## src/rtl/event_dispatch.sv

```systemverilog
// -----------------------------------------------------------------------------
// event_dispatch
//   Sits between an event producer/consumer pair and an external min-heap.
//   New events are pushed into the heap. The heap minimum is popped into a
//   single output register as soon as that register is free. Once an event
//   is in the output register it is committed and is never re-sorted.
//
//   The heap's own ready output is not used, because it depends
//   combinationally on enq. Instead, every heap operation is followed by one
//   dead cycle (ENQ_WAIT / DEQ_WAIT), which gives the heap time to settle.
//   The heap's rst_n should be driven with ~rst, so that both sides are
//   emptied together.
//
//   Optional feature (macro EVENT_DISPATCH_BYPASS_EN):
//     When the heap is empty and the output register is free, an offered
//     event is loaded straight into the output register and the heap is
//     skipped.
//
// Parameters
//   WIDTH  event word width (same as the heap data width)
//   DEPTH  heap depth; the heap holds (2^DEPTH)-1 events
//
// Ports
//   clk, rst             clock; synchronous active-high reset
//   in_valid/in_ready    producer handshake, with in_data
//   out_valid/out_ready  consumer handshake, with out_data (registered)
//   hp_enq, hp_deq       heap operation strobes (never both in one cycle)
//   hp_inp_data          enqueue data to the heap (equals in_data)
//   hp_out_data          current heap minimum
//   hp_empty, hp_full    heap status flags
//   hp_elem_cnt          number of events in the heap
//   level                total events held (heap + output register)
// -----------------------------------------------------------------------------
module event_dispatch #(
    parameter int WIDTH = 32,
    parameter int DEPTH = 6
) (
    input  logic             clk,
    input  logic             rst,
    input  logic             in_valid,
    output logic             in_ready,
    input  logic [WIDTH-1:0] in_data,
    output logic             out_valid,
    input  logic             out_ready,
    output logic [WIDTH-1:0] out_data,
    output logic             hp_enq,
    output logic             hp_deq,
    output logic [WIDTH-1:0] hp_inp_data,
    input  logic [WIDTH-1:0] hp_out_data,
    input  logic             hp_empty,
    input  logic             hp_full,
    input  logic [DEPTH-1:0] hp_elem_cnt,
    output logic [DEPTH:0]   level
);

    typedef enum logic [1:0] {
        IDLE     = 2'd0,
        ENQ_WAIT = 2'd1,
        DEQ_WAIT = 2'd2
    } state_t;

    state_t state, state_nxt;
    logic   do_enq, do_deq, do_byp;
    logic   out_free;

    // The output register can take a new event this cycle if it is empty,
    // or if its current event is being handed to the consumer.
    assign out_free = !out_valid || out_ready;

    always_comb begin
        state_nxt = state;
        do_enq    = 1'b0;
        do_deq    = 1'b0;
        do_byp    = 1'b0;
        if (rst) begin
            state_nxt = IDLE;
        end else begin
            case (state)
                IDLE: begin
                    // Refilling the output has priority over accepting input.
                    if (out_free && !hp_empty) begin
                        do_deq    = 1'b1;
                        state_nxt = DEQ_WAIT;
                    end
`ifdef EVENT_DISPATCH_BYPASS_EN
                    else if (out_free && hp_empty && in_valid) begin
                        // Nothing is queued, so the new event is the minimum.
                        do_byp = 1'b1;
                    end
`endif
                    else if (in_valid && !hp_full) begin
                        do_enq    = 1'b1;
                        state_nxt = ENQ_WAIT;
                    end
                end
                ENQ_WAIT: state_nxt = IDLE;
                DEQ_WAIT: state_nxt = IDLE;
                default:  state_nxt = IDLE;
            endcase
        end
    end

    assign hp_enq      = do_enq;
    assign hp_deq      = do_deq;
    assign in_ready    = do_enq | do_byp;
    assign hp_inp_data = in_data;

    always_ff @(posedge clk) begin
        if (rst) begin
            state     <= IDLE;
            out_valid <= 1'b0;
            out_data  <= '0;
        end else begin
            state <= state_nxt;
            if (do_deq) begin
                out_valid <= 1'b1;
                out_data  <= hp_out_data;
            end else if (do_byp) begin
                out_valid <= 1'b1;
                out_data  <= in_data;
            end else if (out_valid && out_ready) begin
                out_valid <= 1'b0;
            end
        end
    end

    assign level = {1'b0, hp_elem_cnt} + {{DEPTH{1'b0}}, out_valid};

endmodule

```

## config.mk

```make
export PLATFORM = sky130hd
export DESIGN_NAME = event_dispatch
export DESIGN_NICKNAME = d
export VERILOG_FILES = /design/src/rtl/event_dispatch.sv
export SDC_FILE = /design/constraint.sdc
export NUM_CORES = 1
export LEC_CHECK = 0
export BUFFER_PORTS_ARGS = -buffer_cell sky130_fd_sc_hd__buf_4
export CAP_MARGIN = 20
export CORE_MARGIN = 5
export CORE_UTILIZATION = 39
export CTS_BUF_LIST = sky130_fd_sc_hd__clkbuf_8
export DETAILED_ROUTE_END_ITERATION = 10
export PLACE_DENSITY_LB_ADDON = 0.1
export SLEW_MARGIN = 20
export SYNTH_ARGS = -nofsm -noshare
export SYNTH_HDL_FRONTEND = slang
export SYNTH_SLANG_ARGS = --single-unit
```

## constraint.sdc

```tcl
create_clock -name clk -period 3.95 [get_ports clk]
set_input_delay 1.185 -clock clk [delete_from_list [all_inputs] [get_ports clk]]
set_output_delay 1.185 -clock clk [all_outputs]
set_load 0.005 [all_outputs]
```

== Word-level counts from Yosys, hierarchy flattened ==
Index checks and enable logic that the tools add are counted.
W data, S select, Z words.
Cells by class
  add/sub/neg operators: 1
  mux-type cells: 11
  bitwise operators: 1
  reduce and logical (&&, ||, !) cells: 12
Operator list (count)
  $mux W1: 9
  $add A6 B1 Y7: 1
  $mux W2: 2
  $reduce_bool A2 Y1: 2
  $logic_and A1 B1 Y1: 3
  $logic_not A1 Y1: 3
  $reduce_or A3 Y1: 1
  $logic_not A2 Y1: 1
  $reduce_or A2 Y1: 1
  $logic_or A1 B1 Y1: 1
  $not A1 Y1: 1
Storage, ports and cells
  register bits after elaboration: 35
  input port bits: 76
  output and inout bits: 75
  word-level logic and storage cells: 29

== Longest topological paths before layout ==
Gate-level depths: netlist of run 1.
  depth in word-level cells: 7
  gate-level depth with buffers: 6

== Worst setup path before layout of run 1 ==
No wires, ideal clock.
  path kind: input port to output port
  start: in rst
  end: out in_ready
  arrival time: 2398 ps
  data required time: 2765 ps
  slack: 367 ps
  cell stages on the path: 5
  buffers on the path: 3
  path through: or3_1 > buf_2 > clkbuf_1 > nor4b_1 > buf_4
Between the ends
  cells in the longest elaborated chain, start to end: 1
Ends and longest elaborated chain
  start: declaration: line 39  | input logic rst,
  $mux W1: line 75  | if (rst) begin
  end: declaration: line 41  | output logic in_ready,
No other way between the ends.

== Worst setup path after layout of run 1 ==
  start: in rst
  end: out hp_enq
Between the ends
  cells in the longest elaborated chain, start to end: 1
Ends and longest elaborated chain
  $mux W1: line 75
  end: declaration: line 46  | output logic hp_enq,
No other way between the ends.

==> results.cfg, run 1 <==
[logic_synthesis]
yosysUniqueCellTypes = 20
synth_cells = 204
ys_ff_latch = 35
synth_nets = 282
ys_seq_area_frac = 0.400
ys_warn_count = 0
synthesis.area_sq_um = 1750
synth_top_area_frac = 0.400
synth_area_leaders = dfxtp_1 40%, buf_4 14%, o311ai_0 14%
syn_avg_cell_area_sq_um = 8.59
synth_top_cell_by_area = dfxtp_1

[cts]
cts_tree = done
root_buffer = clkbuf_8
cts_max_level = 2
numCtsBuffers = 5
clock_sinks = 35
ctsResizeCount = 0
cts_hold_buf = 0
clockBufferDepth = 2
clkLatencyLatePin_ns = 0.28
clkTransAtPathRegs_ns = 0.07
cts_setup_buffers = 0

[floorplanning]
die-area_sq_um = 5930
die-width_um = 77.0
num_rows = 24
die_y_um = 77.0
ioPinCount = 151
initial_core_util = 0.402
core_area_sq_um = 4350

[final_layout]
final_util = 0.516
register_area_sq_um = 701
num-fill-cells = 442
final_common_cell = buf_4
area_delta_synth_final_pct = 28.3
final_cell_mix = 89 x buf_4, 35 x dfxtp_1, 34 x inv_1
diodes = 0
nets = 328
multi_input_area_sq_um = 579
fin_area_sq_um = 2250
drive_gt1_frac = 0.392

[drt]
firstDrtPassIters = 4
drt-total-wl_um = 4810
final_antenna_net_count = 0
viasPerCell = 5.08
drc_errors = 0
wl_per_cell_um = 15.9
num_vias = 1533
drt_iter0_markers = 48

[critical_path]
critPathKind = in2out
cp_data_required_time_ns = 2.76
cp.arrival_ns = 2.43
rrSetupSlack_ns = 2.16
critPathMaxFanout = 11
endpoint_kind = output pin
crit_path_start_kind = primary input

[global_route]
grt_max_degree = 35
grt-ovfl-total = 0
antenna_found_initial = 0
grt_pass1_wl_um = 7580
grt_pass1_vias = 1442
grt_usage = 0.156

[timing]
period_share = 0.916
setup_viol = 0
worst_pin_slew_ns = 0.884
fin_crit_ns = 3.62
timing.fmax_ghz = 0.276
finalWorstSetupSlack_ns = 0.330
final.setup.tns_ns = 0
slew_headroom = 0.410
finalClockSkew_ns = 0.00752
rsz0062_at_grt = no
final-hold-violation-count = 0
finalMaxSlewViolations = 0

[placement]
portBuffers = 86
place_congestion = 0.745
placed_area_sq_um = 2140
dp_hpwl_um = 3410
place_ws_ns = 0.328

[pwr]
vdd.ir_drop.worst_v = 0.000155
power.density_nw_per_um2 = 380
leakage_nw = 1.11

[job]
drv_cap = 0

[run_status]
status = completed

[min_path]
hp-class = reg2reg
## logic make-up (layout without fill, tap and decap cells)
| family | after synthesis | count (layout) | share of synthesized area |
|---|---|---|---|
| and+or+nand+nor | 14 | 14 | 0.0436 |
| xor gates and xnor gates | 4 | 4 | 0.0200 |
| DFF | 35 | 35 | 0.400 |
| AOI/OAI and AO/OA | 64 | 64 | 0.251 |
| buffers and inverters | 85 | 131 | 0.271 |
| adders and majority gates | 2 | 2 | 0.0143 |
## layer usage
metal / vias to the layer above / part of all wire / track usage
met5: - / 0 / 0
met2: 71 / 0.45 / 0.233
met4: 0 / 0.038 / 0.0808
met1: 670 / 0.40 / 0.184
li1: 765 / - / -
met3: 27 / 0.10 / 0.0749
## power breakdown
part | internal, mW | leakage [nW] | switching [mW]
clock network | 0.182 | 0.0554 | 0.119
registers | 0.382 | 0.288 | 0.0141
logic | 0.0867 | 0.764 | 0.0709
## state kept, by name, summed over array words and instances, names as in the netlist
| signal | count |
|---|---|
| out_valid | 1 |
| out_data | 32 |
| state | 2 |
## cell usage after synthesis
master     n
dfxtp_1   35
buf_6      4
ha_1       2
clkbuf_1  12
o311ai_1   4
nor2_1     2
inv_2      2
o311ai_0  28
nor4b_1    2
nand2_1    3
inv_1     33
or3_1      2
and3_1     1
xor2_1     1
xnor2_1    3
o21ai_1   32
buf_2      1
buf_4     33
nand3_1    3
nor2b_1    1
## worst max-delay path: stages
cell and delay, ns:
buf_4 0.11, or3_1 0.47, nor4b_1 0.48, buf_4 0.19
## layout make-up
cell class / instances / area share
sequential: 35 / 0.312
inverter: 35 / 0.0585
clock buffer: 5 / 0.0306
timing repair buffer: 89 / 0.297
multi-input combinational: 84 / 0.258
tap: 52 / 0.0290
clock inverter: 2 / 0.0150
## stage by stage
stage	power, mW	cells	hold WS (ns)
2_1_floorplan	0.492	204	0.463
3_3_place_gp	0.562	295	0.465
3_5_place_dp	0.563	295	0.469
4_1_cts	0.869	302	0.479
5_1_grt	0.900	302	0.513
6_report	0.855	302	0.477
## worst paths after layout
| kind | start | to | cells after the start |
|---|---|---|---|
| worst max-delay path | rst | hp_enq | 4 |
| worst min-delay path | out_data[23] | out_data[23] | 2 |
| worst max register to register | state[0] | out_data[16] | 4 |
| worst min register to register | out_data[23] | out_data[23] | 2 |
(Power assumes the default switching activity.)
==> run 2: changes to the inputs <==
- ABC_AREA: default -> 1
- CAP_MARGIN: 20 -> default
- CORE_UTILIZATION: 39 -> 38
==> run 2 against run 1 <==
  * Sequential power fell by 2%
  * Die area decreased by 3.1%
  * Worst hold slack improved by 0.0051 ns
  * Clock power shrank 7.0%
  * Maximum frequency increased by 12%
  * Sequential cell count did not move
  * Clock skew down 0.0044 ns
==> results.cfg, run 2 <==
[timing]
worst_pin_slew_ns = 0.360
slew_headroom = 0.760
rsz0062_at_grt = no
final-hold-violation-count = 0
setup_viol = 0
timing.fmax_ghz = 0.310
final.setup.tns_ns = 0
fin_hold_ws_ns = 0.482
finalMaxSlewViolations = 0
period_share = 0.816
finalClockSkew_ns = 0.00310
fin_crit_ns = 3.22

[final_layout]
fin_area_sq_um = 2160
reg_top3 = out_data (32), state (2), out_valid (1)
nets = 330
area_delta_synth_final_pct = 31.5
final_util = 0.508
final_cells = 305
drive_gt1_frac = 0.387
largest_register_ffs = 32
regMostFlops = out_data
diodes = 0
final_cell_mix = 88 x buf_4, 69 x nor2_1, 35 x dfxtp_1
final_common_cell = buf_4

[global_route]
grt_usage = 0.148
grt_use_met1 = 0.162
met2_usage = 0.221
grt_max_degree = 35
grt-ovfl-total = 0
grt_pass1_vias = 1293
met3_usage = 0.107
grt_busiest_layer = met2
antenna_found_initial = 0
grt_pass1_wl_um = 6420

[pwr]
vdd.ir_drop.worst_v = 0.000186
leakage_nw = 1.04
power.density_nw_per_um2 = 383

[logic_synthesis]
ys_ff_latch = 35
async_flop_share = 0
yosysMostFrequentCell = nor2_1
yosysUniqueCellTypes = 18
syn_avg_cell_area_sq_um = 8.27
synth.area.mux_share = 0
synth_simple_gate_area_share = 0.195
synth_xor_area_frac = 0.0213
synth_common_cells = 69 x nor2_1, 35 x dfxtp_1, 33 x buf_4
synth_nets = 277
synthesis.area_sq_um = 1650
ys_warn_count = 0
synth_compound_area_frac = 0.149
synth_top_cell_by_area = dfxtp_1
synth-edff-count = 0
synth_cells = 199
synth_top_family_by_area = simple AND/OR/NAND/NOR gates
synth_area_leaders = dfxtp_1 43%, nor2_1 16%, buf_4 15%
synthFlopType = dfxtp_1
synth_top_area_frac = 0.426
ys_seq_area_frac = 0.426
synth_adder_area_share = 0.0152

[cts]
clkLatencyLatePin_ns = 0.28
numCtsBuffers = 5
cts_setup_buffers = 0
root_buffer = clkbuf_8
clkTransAtPathRegs_ns = 0.07
cts_hold_buf = 0
cts_tree = done
clock_sinks = 35
cts_max_level = 2
clockBufferDepth = 2
ctsResizeCount = 0

[placement]
place_congestion = 0.643
dp_hpwl_um = 3220
place_inst = 297
placed_area_sq_um = 2060
portBuffers = 86

[critical_path]
slowest_stage = ha_1
startpoint = hp_elem_cnt[0]
critPathMaxStageDelay_ns = 0.22
critPathKind = in2out
cp.arrival_ns = 2.04
r2r_start = state[0]
critPathMaxFanout = 3
crit_path_start_kind = primary input
path_cells = buf_4, ha_1, ha_1, nand3_1, xnor2_1, buf_4
endpoint_kind = output pin
cp_data_required_time_ns = 2.76

[floorplanning]
die-width_um = 75.8
num_rows = 24
core_area_sq_um = 4260
ioPinCount = 151
die_y_um = 75.8
initial_core_util = 0.386
die-area_sq_um = 5750

[job]
drv_cap = 0

[drt]
firstDrtPassIters = 3
num_vias = 1395
drt_iter0_markers = 54
drc_errors = 0
viasPerCell = 4.57
drt-total-wl_um = 4350
final_antenna_net_count = 0
wl_per_cell_um = 14.3

[run_status]
status = completed

[min_path]
min_from = out_data[31]
hp-class = reg2reg
run 2: changes by cell type after synthesis, moves of 2 or more:
| cell | before | now |
|---|---|---|
| o21ai_1 | 32 | 0 |
| nor2_1 | 2 | 69 |
| o311ai_0 | 28 | 0 |
| o311ai_1 | 4 | 0 |
| buf_2 | 1 | 3 |
| nor4b_1 | 2 | 0 |
| inv_2 | 2 | 0 |
| o21bai_1 | 0 | 32 |
| or3_1 | 2 | 0 |
| inv_1 | 33 | 3 |
| clkbuf_1 | 12 | 3 |
run 2: where the power goes:
part           switching, mW  total (mW)  internal [mW]
combinational         0.0689       0.160         0.0912
sequential            0.0118       0.389          0.377
clock                  0.124       0.280          0.157
run 2: cells by family (layout without fill, tap and decap cells):
logic type                 count (synthesis)  count (layout)
xor gates and xnor gates                   4               4
buffers and inverters                     45              99
and+or+nand+nor                           80              80
adders and majority gates                  2               2
DFF                                       35              35
AOI/OAI and AO/OA                         33              33
run 2: critical path, delay by kind of cell:
| family | cells | cell delay, ns |
|---|---|---|
| buffers and inverters | 2 | 0.24 |
| and+or+nand+nor | 1 | 0.09 |
| adders and majority gates | 2 | 0.40 |
| xor gates and xnor gates | 1 | 0.12 |
run 2: metrics by stage:
step / total power, mW / setup WS [ns]
6_report: 0.829 / 0.727
5_1_grt: 0.885 / 0.678
4_1_cts: 0.847 / 0.716
3_5_place_dp: 0.561 / 0.711
3_3_place_gp: 0.560 / 0.740
2_1_floorplan: 0.497 / 0.972
run 2: worst paths after layout:
path                       end  slack, ns  cells after the start
setup / recovery      level[4]       0.73                      6
hold / removal    out_data[31]       0.48                      2
hold reg to reg   out_data[31]       0.48                      2
setup reg to reg  out_data[13]       2.65                      6
run 2: area by class of cell:
| cell class | instances | area, sq um |
|---|---|---|
| tap | 52 | 65.1 |
| clock inverter | 1 | 3.75 |
| inverter | 3 | 11.3 |
| fill | 447 | 2100 |
| sequential | 35 | 701 |
| timing repair buffer | 88 | 661 |
| clock buffer | 7 | 96.3 |
| multi-input combinational | 119 | 627 |
run 2: per-layer routing:
layer  up-vias  share of wire
met1       586           0.36
met2        92           0.43
met5         -              0
met4         0          0.020
met3        16           0.19
li1        701              -
